File: src/rtl/rr_priority_finder_pkg.sv
// rtl/rr_priority_finder_pkg.sv - shared helpers for the round-robin priority finder
//
// Purpose: modulo-wrap helper used for pointer rotation and un-rotation, where
// WIDTH need not be a power of two, so wrap cannot rely on bit truncation.
// Ports: none (package).
package rr_priority_finder_pkg;

    // Non-negative remainder of value modulo width, valid for negative inputs.
    function automatic int wrap_idx(input int value, input int width);
        int r;
        r = value % width;
        if (r < 0) begin
            r = r + width;
        end
        return r;
    endfunction

endpackage

File: src/rtl/priority_finder.sv
// rtl/priority_finder.sv - single-grant fixed-priority finder
//
// Purpose: returns the index of the first set bit of req, searching from bit 0
// upward (FIRST_PRIORITY=1) or from bit WIDTH-1 downward (FIRST_PRIORITY=0).
// Ports:
//   req   in  WIDTH          request vector
//   index out $clog2(WIDTH)  index of the found bit, 0 when none
//   valid out 1              at least one bit of req is set
module priority_finder
    import rr_priority_finder_pkg::*;
#(
    parameter int FIRST_PRIORITY = 1,
    parameter int WIDTH          = 8
) (
    input  logic [WIDTH-1:0]         req,
    output logic [$clog2(WIDTH)-1:0] index,
    output logic                     valid
);

    localparam int IW = $clog2(WIDTH);

    // The loop visits the winning end last so the final assignment wins.
    always_comb begin
        index = '0;
        if (FIRST_PRIORITY != 0) begin
            for (int i = WIDTH - 1; i >= 0; i--) begin
                if (req[i]) begin
                    index = IW'(i);
                end
            end
        end else begin
            for (int i = 0; i < WIDTH; i++) begin
                if (req[i]) begin
                    index = IW'(i);
                end
            end
        end
        valid = |req;
    end

endmodule

File: src/rtl/rr_priority_finder.sv
// rtl/rr_priority_finder.sv - round-robin multi-grant priority finder
//
// Purpose: scans req from a registered rotating pointer and returns up to
// GRANT_NUM set-bit indices per cycle; on accept the pointer moves past the
// last grant so every requester is served fairly.
// Ports:
//   clk, rst     clock, synchronous active-high reset
//   req          request vector
//   accept       consumer takes this cycle's grants
//   grant_index  index of grant k (0 when grant k is absent)
//   grant_valid  grant k exists
//   grant_mask   OR of one-hot encodings of all valid grants
//   ptr          current scan start
module rr_priority_finder
    import rr_priority_finder_pkg::*;
#(
    parameter int WIDTH          = 8,
    parameter int GRANT_NUM      = 2,
    parameter int FIRST_PRIORITY = 1
) (
    input  logic                                       clk,
    input  logic                                       rst,
    input  logic [WIDTH-1:0]                           req,
    input  logic                                       accept,
    output logic [GRANT_NUM-1:0][$clog2(WIDTH)-1:0]    grant_index,
    output logic [GRANT_NUM-1:0]                       grant_valid,
    output logic [WIDTH-1:0]                           grant_mask,
    output logic [$clog2(WIDTH)-1:0]                   ptr
);

    localparam int            IW        = $clog2(WIDTH);
    localparam logic [IW-1:0] PTR_RESET = (FIRST_PRIORITY != 0) ? IW'(0) : IW'(WIDTH - 1);

    logic [IW-1:0]                 ptr_q;
    logic [IW-1:0]                 ptr_d;
    logic [WIDTH-1:0]              rot_req;
    logic [GRANT_NUM-1:0][WIDTH-1:0] avail;
    logic [GRANT_NUM-1:0][IW-1:0]  rot_idx;
    logic [GRANT_NUM-1:0]          stage_valid;
    logic [IW-1:0]                 last_idx;

    // Rotate req so ptr lands on bit 0 (upward) or bit WIDTH-1 (downward);
    // each stage then only needs a fixed-priority search.
    always_comb begin
        int src;
        rot_req = '0;
        for (int i = 0; i < WIDTH; i++) begin
            if (FIRST_PRIORITY != 0) begin
                src = wrap_idx(int'(ptr_q) + i, WIDTH);
            end else begin
                src = wrap_idx(int'(ptr_q) - (WIDTH - 1 - i), WIDTH);
            end
            rot_req[i] = req[IW'(src)];
        end
    end

    assign avail[0] = rot_req;

    // Stage k sees the rotated request with all earlier grants removed.
    for (genvar k = 0; k < GRANT_NUM; k++) begin : g_stage
        priority_finder #(
            .FIRST_PRIORITY (FIRST_PRIORITY),
            .WIDTH          (WIDTH)
        ) u_pf (
            .req   (avail[k]),
            .index (rot_idx[k]),
            .valid (stage_valid[k])
        );

        if (k + 1 < GRANT_NUM) begin : g_mask
            assign avail[k+1] = avail[k] &
                ~(stage_valid[k] ? (WIDTH'(1) << rot_idx[k]) : {WIDTH{1'b0}});
        end
    end

    // Un-rotate stage results back to req bit positions.
    always_comb begin
        grant_index = '0;
        grant_mask  = '0;
        last_idx    = '0;
        for (int k = 0; k < GRANT_NUM; k++) begin
            if (stage_valid[k]) begin
                if (FIRST_PRIORITY != 0) begin
                    grant_index[k] = IW'(wrap_idx(int'(ptr_q) + int'(rot_idx[k]), WIDTH));
                end else begin
                    grant_index[k] = IW'(wrap_idx(int'(ptr_q) - (WIDTH - 1 - int'(rot_idx[k])), WIDTH));
                end
                grant_mask = grant_mask | (WIDTH'(1) << grant_index[k]);
                last_idx   = grant_index[k];
            end
        end
        grant_valid = stage_valid;
    end

    always_comb begin
        ptr_d = ptr_q;
        if (accept && stage_valid[0]) begin
            if (FIRST_PRIORITY != 0) begin
                ptr_d = IW'(wrap_idx(int'(last_idx) + 1, WIDTH));
            end else begin
                ptr_d = IW'(wrap_idx(int'(last_idx) - 1, WIDTH));
            end
        end
    end

    always_ff @(posedge clk) begin
        if (rst) begin
            ptr_q <= PTR_RESET;
        end else begin
            ptr_q <= ptr_d;
        end
    end

    assign ptr = ptr_q;

endmodule

File: config.mk
export PLATFORM = sky130hd
export DESIGN_NAME = rr_priority_finder
export DESIGN_NICKNAME = d
export VERILOG_FILES = /design/src/rtl/rr_priority_finder_pkg.sv /design/src/rtl/priority_finder.sv /design/src/rtl/rr_priority_finder.sv
export SDC_FILE = /design/constraint.sdc
export NUM_CORES = 1
export LEC_CHECK = 0
export ABC_CLOCK_PERIOD_IN_PS = 20700
export CAP_MARGIN = 10
export CORE_ASPECT_RATIO = 0.7
export CORE_UTILIZATION = 55
export CTS_CLUSTER_SIZE = 8
export DETAILED_ROUTE_END_ITERATION = 16
export PLACE_DENSITY = 0.86
export SLEW_MARGIN = 20
export SYNTH_ARGS = -nofsm -noshare
export SYNTH_HDL_FRONTEND = slang
export SYNTH_SLANG_ARGS = --single-unit
File: constraint.sdc
create_clock -name clk -period 20.7 [get_ports clk]
set_input_delay 6.21 -clock clk [delete_from_list [all_inputs] [get_ports clk]]
set_output_delay 6.21 -clock clk [all_outputs]
set_load 0.03 [all_outputs]
# Word level (Yosys, flattened, before mapping)
# Index checks and enable logic that the tools add are counted.
# op_classes
n_bitwise,13
mux,59
shifts,3
add_sub_neg,21
order_cmp,19
reduce_logical,13
# op_table
op,count
$mux W3,32
$lt A3 B5 Y1 const B,8
$lt A4 B1 Y1 const B,10
$add A3 B1 Y3 const B,13
$reduce_or A3 Y1,10
$bmux W1 S3,8
$mux W8,3
$shl A1 B3 Y8 const A,3
$mux W1,16
$reduce_or A8 Y1,2
$add A3 B3 Y3 const B,4
$and A1 B1 Y1 const A,10
$and A8 B8 Y8,1
$not A8 Y8,1
$or A8 B8 Y8,1
$add A3 B2 Y3 const B,2
$add A3 B3 Y3,2
$lt A3 B1 Y1 const B,1
$logic_and A1 B1 Y1,1
# totals
inputBits,11
ff_bits,3
word_cells,129

# Depth between registers and ports, before layout
# Gate-level depths: netlist of the first run.
# depth
ltp_word,40
depth_mapped,20
depth_no_buf,18

# Cells and area by module
# A second synthesis of the first run with hierarchy kept.
# hier_totals
hier_cells,127
hier_area_um2,1129.8
# by_module_without_submodules
module,n_inst,cells_each,area_per_inst_um2
rr_priority_finder,1,101,967.2
priority_finder,2,13,81.3

# Worst setup path before layout of the first run
# Ideal clock, no wire load.
# synth_timing
path_type,input-to-output
startpoint,input port req[7]
endpoint,output port grant_mask[6]
setup_slack_ns,4.586
stages,13
required_time_ns,14.490
n_path_buf,0
t_arrival_ns,9.904
cell_sequence,mux4_1 > mux2i_2 > a21oi_1 > o211a_1 > o41ai_1 > a221oi_1 > or3_1 > ha_1 > fa_1 > xnor2_1 > o31ai_1 > mux2_2 > o22ai_1
# synth_via
elab_chain_cells,32
# synth_lines
element,line,source
"start, declared",rr_priority_finder.sv:23,"input logic [WIDTH-1:0] req,"
$bmux W1 S3,rr_priority_finder.sv:53,rot_req[i] = req[IW'(src)];
$mux W1 (not written as such) (2 in a row),rr_priority_finder.sv:53,
$mux W3 (8 in a row),priority_finder.sv:27,if (req[i]) begin
$shl A1 B3 Y8,rr_priority_finder.sv:72,~(stage_valid[k] ? (WIDTH'(1) << rot_idx[k]) : {WIDTH{1'b0}});
$mux W8,rr_priority_finder.sv:72,
$not A8 Y8,rr_priority_finder.sv:72,
$and A8 B8 Y8,rr_priority_finder.sv:71,assign avail[k+1] = avail[k] &
$mux W3 (8 in a row),priority_finder.sv:27,
$add A3 B3 Y3,rr_priority_finder.sv:84,"grant_index[k] = IW'(wrap_idx(int'(ptr_q) + int'(rot_idx[k]), WIDTH));"
$reduce_or A3 Y1 (no source line),n/a,
$and A1 B1 Y1 (no source line),n/a,
$lt A4 B1 Y1,rr_priority_finder_pkg.sv:12,if (r < 0) begin
$mux W3,rr_priority_finder_pkg.sv:12,
$mux W3,rr_priority_finder.sv:82,if (stage_valid[k]) begin
$shl A1 B3 Y8,rr_priority_finder.sv:88,grant_mask = grant_mask | (WIDTH'(1) << grant_index[k]);
$or A8 B8 Y8,rr_priority_finder.sv:88,
$mux W8 *,rr_priority_finder.sv:82,
"end, declared",rr_priority_finder.sv:27,"output logic [WIDTH-1:0] grant_mask,"
# Mark *: on every way between the ends. The rest lies on a longest branch, timed or not. The select of a mux whose other input is x is not followed.

# Worst setup path after layout of the first run
# layout_timing
startpoint,input port req[4]
endpoint,output port grant_mask[7]
# The elaborated chain is that of the path after synthesis.

==> metrics.csv, run 1 <==
stage;metric;value;unit
synth;Mapped Cells;149;
setup_path;Setup crit start kind;input pin;
setup_path;worst r2r path cells;18;
synth;Synth top cells by count;15 x nor2_1, 14 x nand2_1, 9 x inv_1;
timing;Clock Skew;2.24;ps
floorplan;# rows;14;
floorplan;die height;43.9;um
synth;post-synth cell types;51;
global_route;first-pass GRT wire length;6.54;mm
setup_path;R2R Setup Slk;14730;ps
layout;register area;60.1;sq um
place;HPWL Detailed;3.32;mm
timing;Max Slew Vio Count;0;
setup_path;CP arrival;11130;ps
layout;layout net count;195;
place;IO Port Bufs;29;
setup_path;Worst R2R End;ptr[2];
layout;area occupied by multi-input gates;1250;sq um
hold_path;hold path start;ptr[0];
drt;DRC;0;
run_status;status;complete, no violations;
setup_path;CP max FO;6;
clock_network;Post-CTS Setup Repair Bufs;0;
floorplan;Die Width;61.9;um
clock_network;Worst-Skew Late Latency;230;ps
drt;ANT nets after route;0;
synth;Synth top area share;11.4;%
drt;Avg Vias per Cell;6.84;
hold_path;Hold Path Depth;2;
drt;1st-iter DRT viols;185;
clock_network;Num CTS Buffers;3;
synth;Cell Area, Synth;1380;sq um
synth;Seq/Total Area, Yosys;4.35;%
timing;Max Clk Rate;0.0577;GHz
layout;number of flip-flops in the largest register;3;
clock_network;clock sink count;3;
timing;fin crit period;17340;ps
clock_network;clock buffer depth;2;
layout;fill cell count;150;
global_route;total grt overflow;0;
drt;drt wl/cell;19.8;um
timing;final setup vio count;0;
global_route;GRT Max-Usage Layer;met2;
hold_path;Hold Crit Class;flip-flop to flip-flop;
global_route;M3 GR Usage;1.49;%
synth;Synth Net Count;167;
synth;#FFs+latches synth;3;
global_route;total global-route track usage;33.4;%
layout;post-layout util;75.1;%
synth;post-synth top area cell;mux4_2;
clock_network;Clock transition at path regs;30;ps
floorplan;I/O pin total;30;
setup_path;worst setup path category;input pin to primary output;
clock_network;Root Buffer;clkbuf_4;
synth;Synth Warn #;0;
layout;Area Overhead vs Synth;22.9;%
drt;Via Count;1422;
place;Placer Congestion;0.911;
synth;top cells by area in the synthesized netlist;mux4_2 11%, mux4_1 9.5%, mux2_2 5.7%, mux2i_4 4.9%, ha_1 4.5%;
timing;final hold vios;0;
floorplan;full die area;2720;sq um
clock_network;CTS tree;done;
setup_path;Req. time, crit path;14490;ps
synth;top-count cell post-synth;nor2_1;
timing;RSZ-0062 raised after global routing;no;
floorplan;Placeable Area;2260;sq um
drt;Post-Route WL;4.11;mm
floorplan;Initial Util;61.1;%
setup_path;Setup crit end kind;primary output;
drt;DR pass1 iterations;5;
global_route;largest net degree at the start of global routing;19;
timing;Final Cycle Share;83.8;%
layout;Ant. Diodes;0;
synth;EDFF count, synth;0;
global_route;grt met1 use;50.5;%
hold_path;hold endpoint;ptr[0];
synth;dominant synthesized flop cell;dfxtp_1;
job;total of max-cap violations;0;
clock_network;htree depth;1;
clock_network;CTS Hold Bufs;0;
global_route;antenna violations before repair;0;
global_route;met2 GRT Util;52.5;%
timing;worst slew pin tran;746;ps
layout;layout cell share with drive strength beyond 1;18.2;%
timing;setup TNS;0;ps
setup_path;R2R Path Start;ptr[0];
synth;FFs w/ async S/R, synth;0;%
clock_network;cts repair resizes;0;
global_route;vias in the first global route;1298;
synth;Synth Area per Inst;9.27;sq um
timing;Slew headroom;50.2;%
critical path, cell delays in order:
cell             delay (ps)
clkdlybuf4s50_1         510
mux4_2                  610
mux2i_4                 250
a32o_1                  310
nand2_1                 150
o41ai_1                 290
a221oi_1                130
or3_1                   360
ha_1                    200
fa_1                    420
xnor2_1                 320
o31ai_1                 190
mux2_2                  350
o22ai_1                 130
clkdlybuf4s50_1         700
routing by layer:
| metal | routed length (um) | part of all wire [%] | vias to the layer above |
|---|---|---|---|
| met5 | 0 | 0 | - |
| met4 | 24 | 0.58 | 0 |
| met3 | 371 | 9.0 | 4 |
| met2 | 2000 | 49 | 79 |
| met1 | 1710 | 42 | 688 |
| li1 | - | - | 651 |
placed cells by master, fill, tap and decap left out, types with 5 or more instances in the layout:
master / Yosys / routed
nor2b_1: 6 / 6
a21oi_1: 7 / 7
mux4_1: 5 / 5
nor2_1: 15 / 15
o22ai_1: 7 / 7
nand2_1: 14 / 14
ha_1: 5 / 5
mux4_2: 7 / 7
clkdlybuf4s50_1: 0 / 29
mux2_2: 7 / 7
inv_1: 9 / 9
layout make-up:
class,count,share of cell area (%)
multi-input cells,131,73.5
repair buffers,29,17.1
clock buffers,4,1.55
inverters,9,1.99
flip-flops and latches,3,3.54
well taps,32,2.36
worst max path at each step:
stage	start	to	slack, ps	depth (start not counted)
2_1_floorplan	req[7]	grant_mask[6]	4590	13
3_3_place_gp	req[7]	grant_mask[4]	3620	15
3_5_place_dp	req[4]	grant_mask[4]	3430	15
4_1_cts	req[4]	grant_mask[4]	3420	15
5_1_grt	req[4]	grant_mask[4]	3160	15
6_report	req[4]	grant_mask[7]	3360	15
stage by stage:
stage,hold slack [ps],instances,cell area (sq um),setup slack [ps]
after CTS,818,208,1700,3420
after detailed placement,813,204,1670,3430
after floorplan,805,149,1380,4590
after global placement,771,204,1670,3620
after global routing,853,208,1700,3160
final,811,208,1700,3360
cell families after synthesis:
logic type / share of synthesized area, %
AO/OA/AOI/OAI: 21.4
XOR/XNOR: 3.17
adder cells (fa/ha/maj): 9.06
buffers and inverters: 5.34
flip-flops: 4.35
multiplexers: 35.7
AND/OR/NAND/NOR: 21.0
Power of run 1 is not shown: default switching activity piles up to over one toggle a cycle in this logic, so the estimate is an artifact.
==> inputs of run 2 (changes only) <==
- ABC_CLOCK_PERIOD_IN_PS: 20700 -> 16550
- CORE_UTILIZATION: 55 -> 52
- PLACE_DENSITY: 0.86 -> 0.82
- clock period: 20.7 -> 16.55 ns (I/O delays scaled with it)
==> run 2 against run 1 <==
Highest routed layer unchanged; clock skew is 1.5 ps lower; sequential share of layout area is essentially flat; critical path depth did not move; via count shrank 0.84%; first-iteration DRC count fell by 37%.
==> metrics.csv, run 2 (same netlist as run 1, synthesis figures left out) <==
stage;metric;value;unit;change
floorplan;I/O pin total;30;;unchanged
clock_network;Num CTS Buffers;3;;unchanged
drt;Avg Vias per Cell;6.71;;-1.8%
global_route;total global-route track usage;28.7;%;-4.6 points
timing;setup TNS;0;ps;unchanged
clock_network;CTS Hold Bufs;0;;unchanged
layout;layout cell share with drive strength beyond 1;18.2;%;unchanged
drt;ANT nets after route;0;;unchanged
clock_network;cts repair resizes;0;;unchanged
layout;register area;60.1;sq um;unchanged
timing;Max Slew Vio Count;0;;unchanged
setup_path;CP max FO;6;;unchanged
floorplan;Die Width;63.6;um;+2.7%
layout;fill cell count;194;;+29%
timing;final hold vios;0;;unchanged
setup_path;CP arrival;9890;ps;-1240 ps
timing;fin crit period;14850;ps;
place;placed instance area;1670;sq um;+0.15%
place;HPWL Detailed;3.12;mm;-6.1%
clock_network;clock buffer depth;2;;unchanged
global_route;antenna violations before repair;0;;unchanged
global_route;vias in the first global route;1262;;-2.8%
timing;final setup vio count;0;;unchanged
clock_network;Clock transition at path regs;30;ps;about the same
clock_network;Worst-Skew Late Latency;210;ps;-20 ps
place;IO Port Bufs;29;;unchanged
setup_path;worst setup path category;input pin to primary output;;
job;total of max-cap violations;0;;unchanged
layout;layout net count;195;;unchanged
setup_path;Req. time, crit path;11580;ps;-2910 ps
drt;DRC;0;;unchanged
layout;area occupied by multi-input gates;1250;sq um;unchanged
hold_path;Hold Crit Class;flip-flop to flip-flop;;
drt;1st-iter DRT viols;117;;-37%
place;Placer Congestion;0.904;;-0.72%
clock_network;CTS tree;done;;
floorplan;Initial Util;55.3;%;-5.8 points
layout;Area Overhead vs Synth;24.5;%;
drt;DR pass1 iterations;5;;unchanged
layout;most common cell after layout, fill and taps aside;clkdlybuf4s50_1;;
run_status;status;complete, no violations;;
global_route;total grt overflow;0;;unchanged
clock_network;Post-CTS Setup Repair Bufs;0;;unchanged
drt;Post-Route WL;3.84;mm;-6.5%
setup_path;Setup crit end kind;primary output;;
floorplan;full die area;2870;sq um;+5.5%
clock_network;Root Buffer;clkbuf_8;;
timing;Clock Skew;0.726;ps;-1.52 ps
timing;Final Cycle Share;89.8;%;
layout;most frequent cells in the layout;29 x clkdlybuf4s50_1, 15 x nor2_1, 14 x nand2_1;;
clock_network;htree depth;1;;unchanged
timing;RSZ-0062 raised after global routing;no;;
timing;Max Clk Rate;0.0673;GHz;
global_route;largest net degree at the start of global routing;19;;unchanged
layout;post-layout util;68.9;%;-6.3 points
layout;Ant. Diodes;0;;unchanged
timing;worst slew pin tran;745;ps;-1.15 ps
drt;drt wl/cell;18.3;um;-7.4%
layout;fin area;1720;sq um;+1.3%
setup_path;Setup crit start kind;input pin;;
clock_network;clock sink count;3;;unchanged
timing;worst hold margin;781;ps;-29.9 ps
timing;Slew headroom;50.3;%;+0.077 points
global_route;first-pass GRT wire length;6.23;mm;-4.8%
floorplan;die height;45.1;um;+2.7%
drt;Via Count;1410;;-0.84%
floorplan;# rows;15;;+1
floorplan;Placeable Area;2500;sq um;+10%
layout;number of flip-flops in the largest register;3;;unchanged
==> run 2: worst max-delay path, cell delays in order <==
cell and delay, ps:
clkdlybuf4s50_1 520, mux4_1 580, mux2i_2 340, a21oi_1 130
o211a_1 230, o41ai_1 340, a221oi_1 110, or3_1 350
ha_1 200, fa_1 420, xnor2_1 300, o31ai_1 190
mux2_2 350, o22ai_1 150, clkdlybuf4s50_1 720
==> run 2: layer usage <==
| layer | track usage, % | share of wire (%) | vias up |
|---|---|---|---|
| li1 | - | - | 645 |
| met1 | 40.0 | 46 | 684 |
| met2 | 48.9 | 47 | 69 |
| met3 | 1.52 | 5.7 | 12 |
| met4 | 9.09 | 1.8 | 0 |
| met5 | 0 | 0 | - |
==> run 2: per-stage QoR <==
step,cells,setup slack [ps]
final,210,1700
after global routing,210,1440
after CTS,210,1740
after detailed placement,206,1760
after global placement,206,1930
after floorplan,149,2930
==> run 2: worst paths after layout <==
check / start / to / slack (ps) / cells after the start
max reg2reg: ptr[0] / ptr[2] / 10780 / 18
min: ptr[0] / ptr[0] / 780 / 2
min reg2reg: ptr[0] / ptr[0] / 780 / 2
max: req[2] / grant_mask[5] / 1700 / 15
==> run 2: area by class of cell <==
| class | count | share of cell area [%] |
|---|---|---|
| Tap cell | 34 | 2.47 |
| Inverter | 9 | 1.97 |
| Timing Repair Buffer | 29 | 16.9 |
| Multi-Input combinational cell | 131 | 72.6 |
| Clock buffer | 4 | 2.62 |
| Sequential cell | 3 | 3.49 |
Power of run 2 is left out for the same reason.
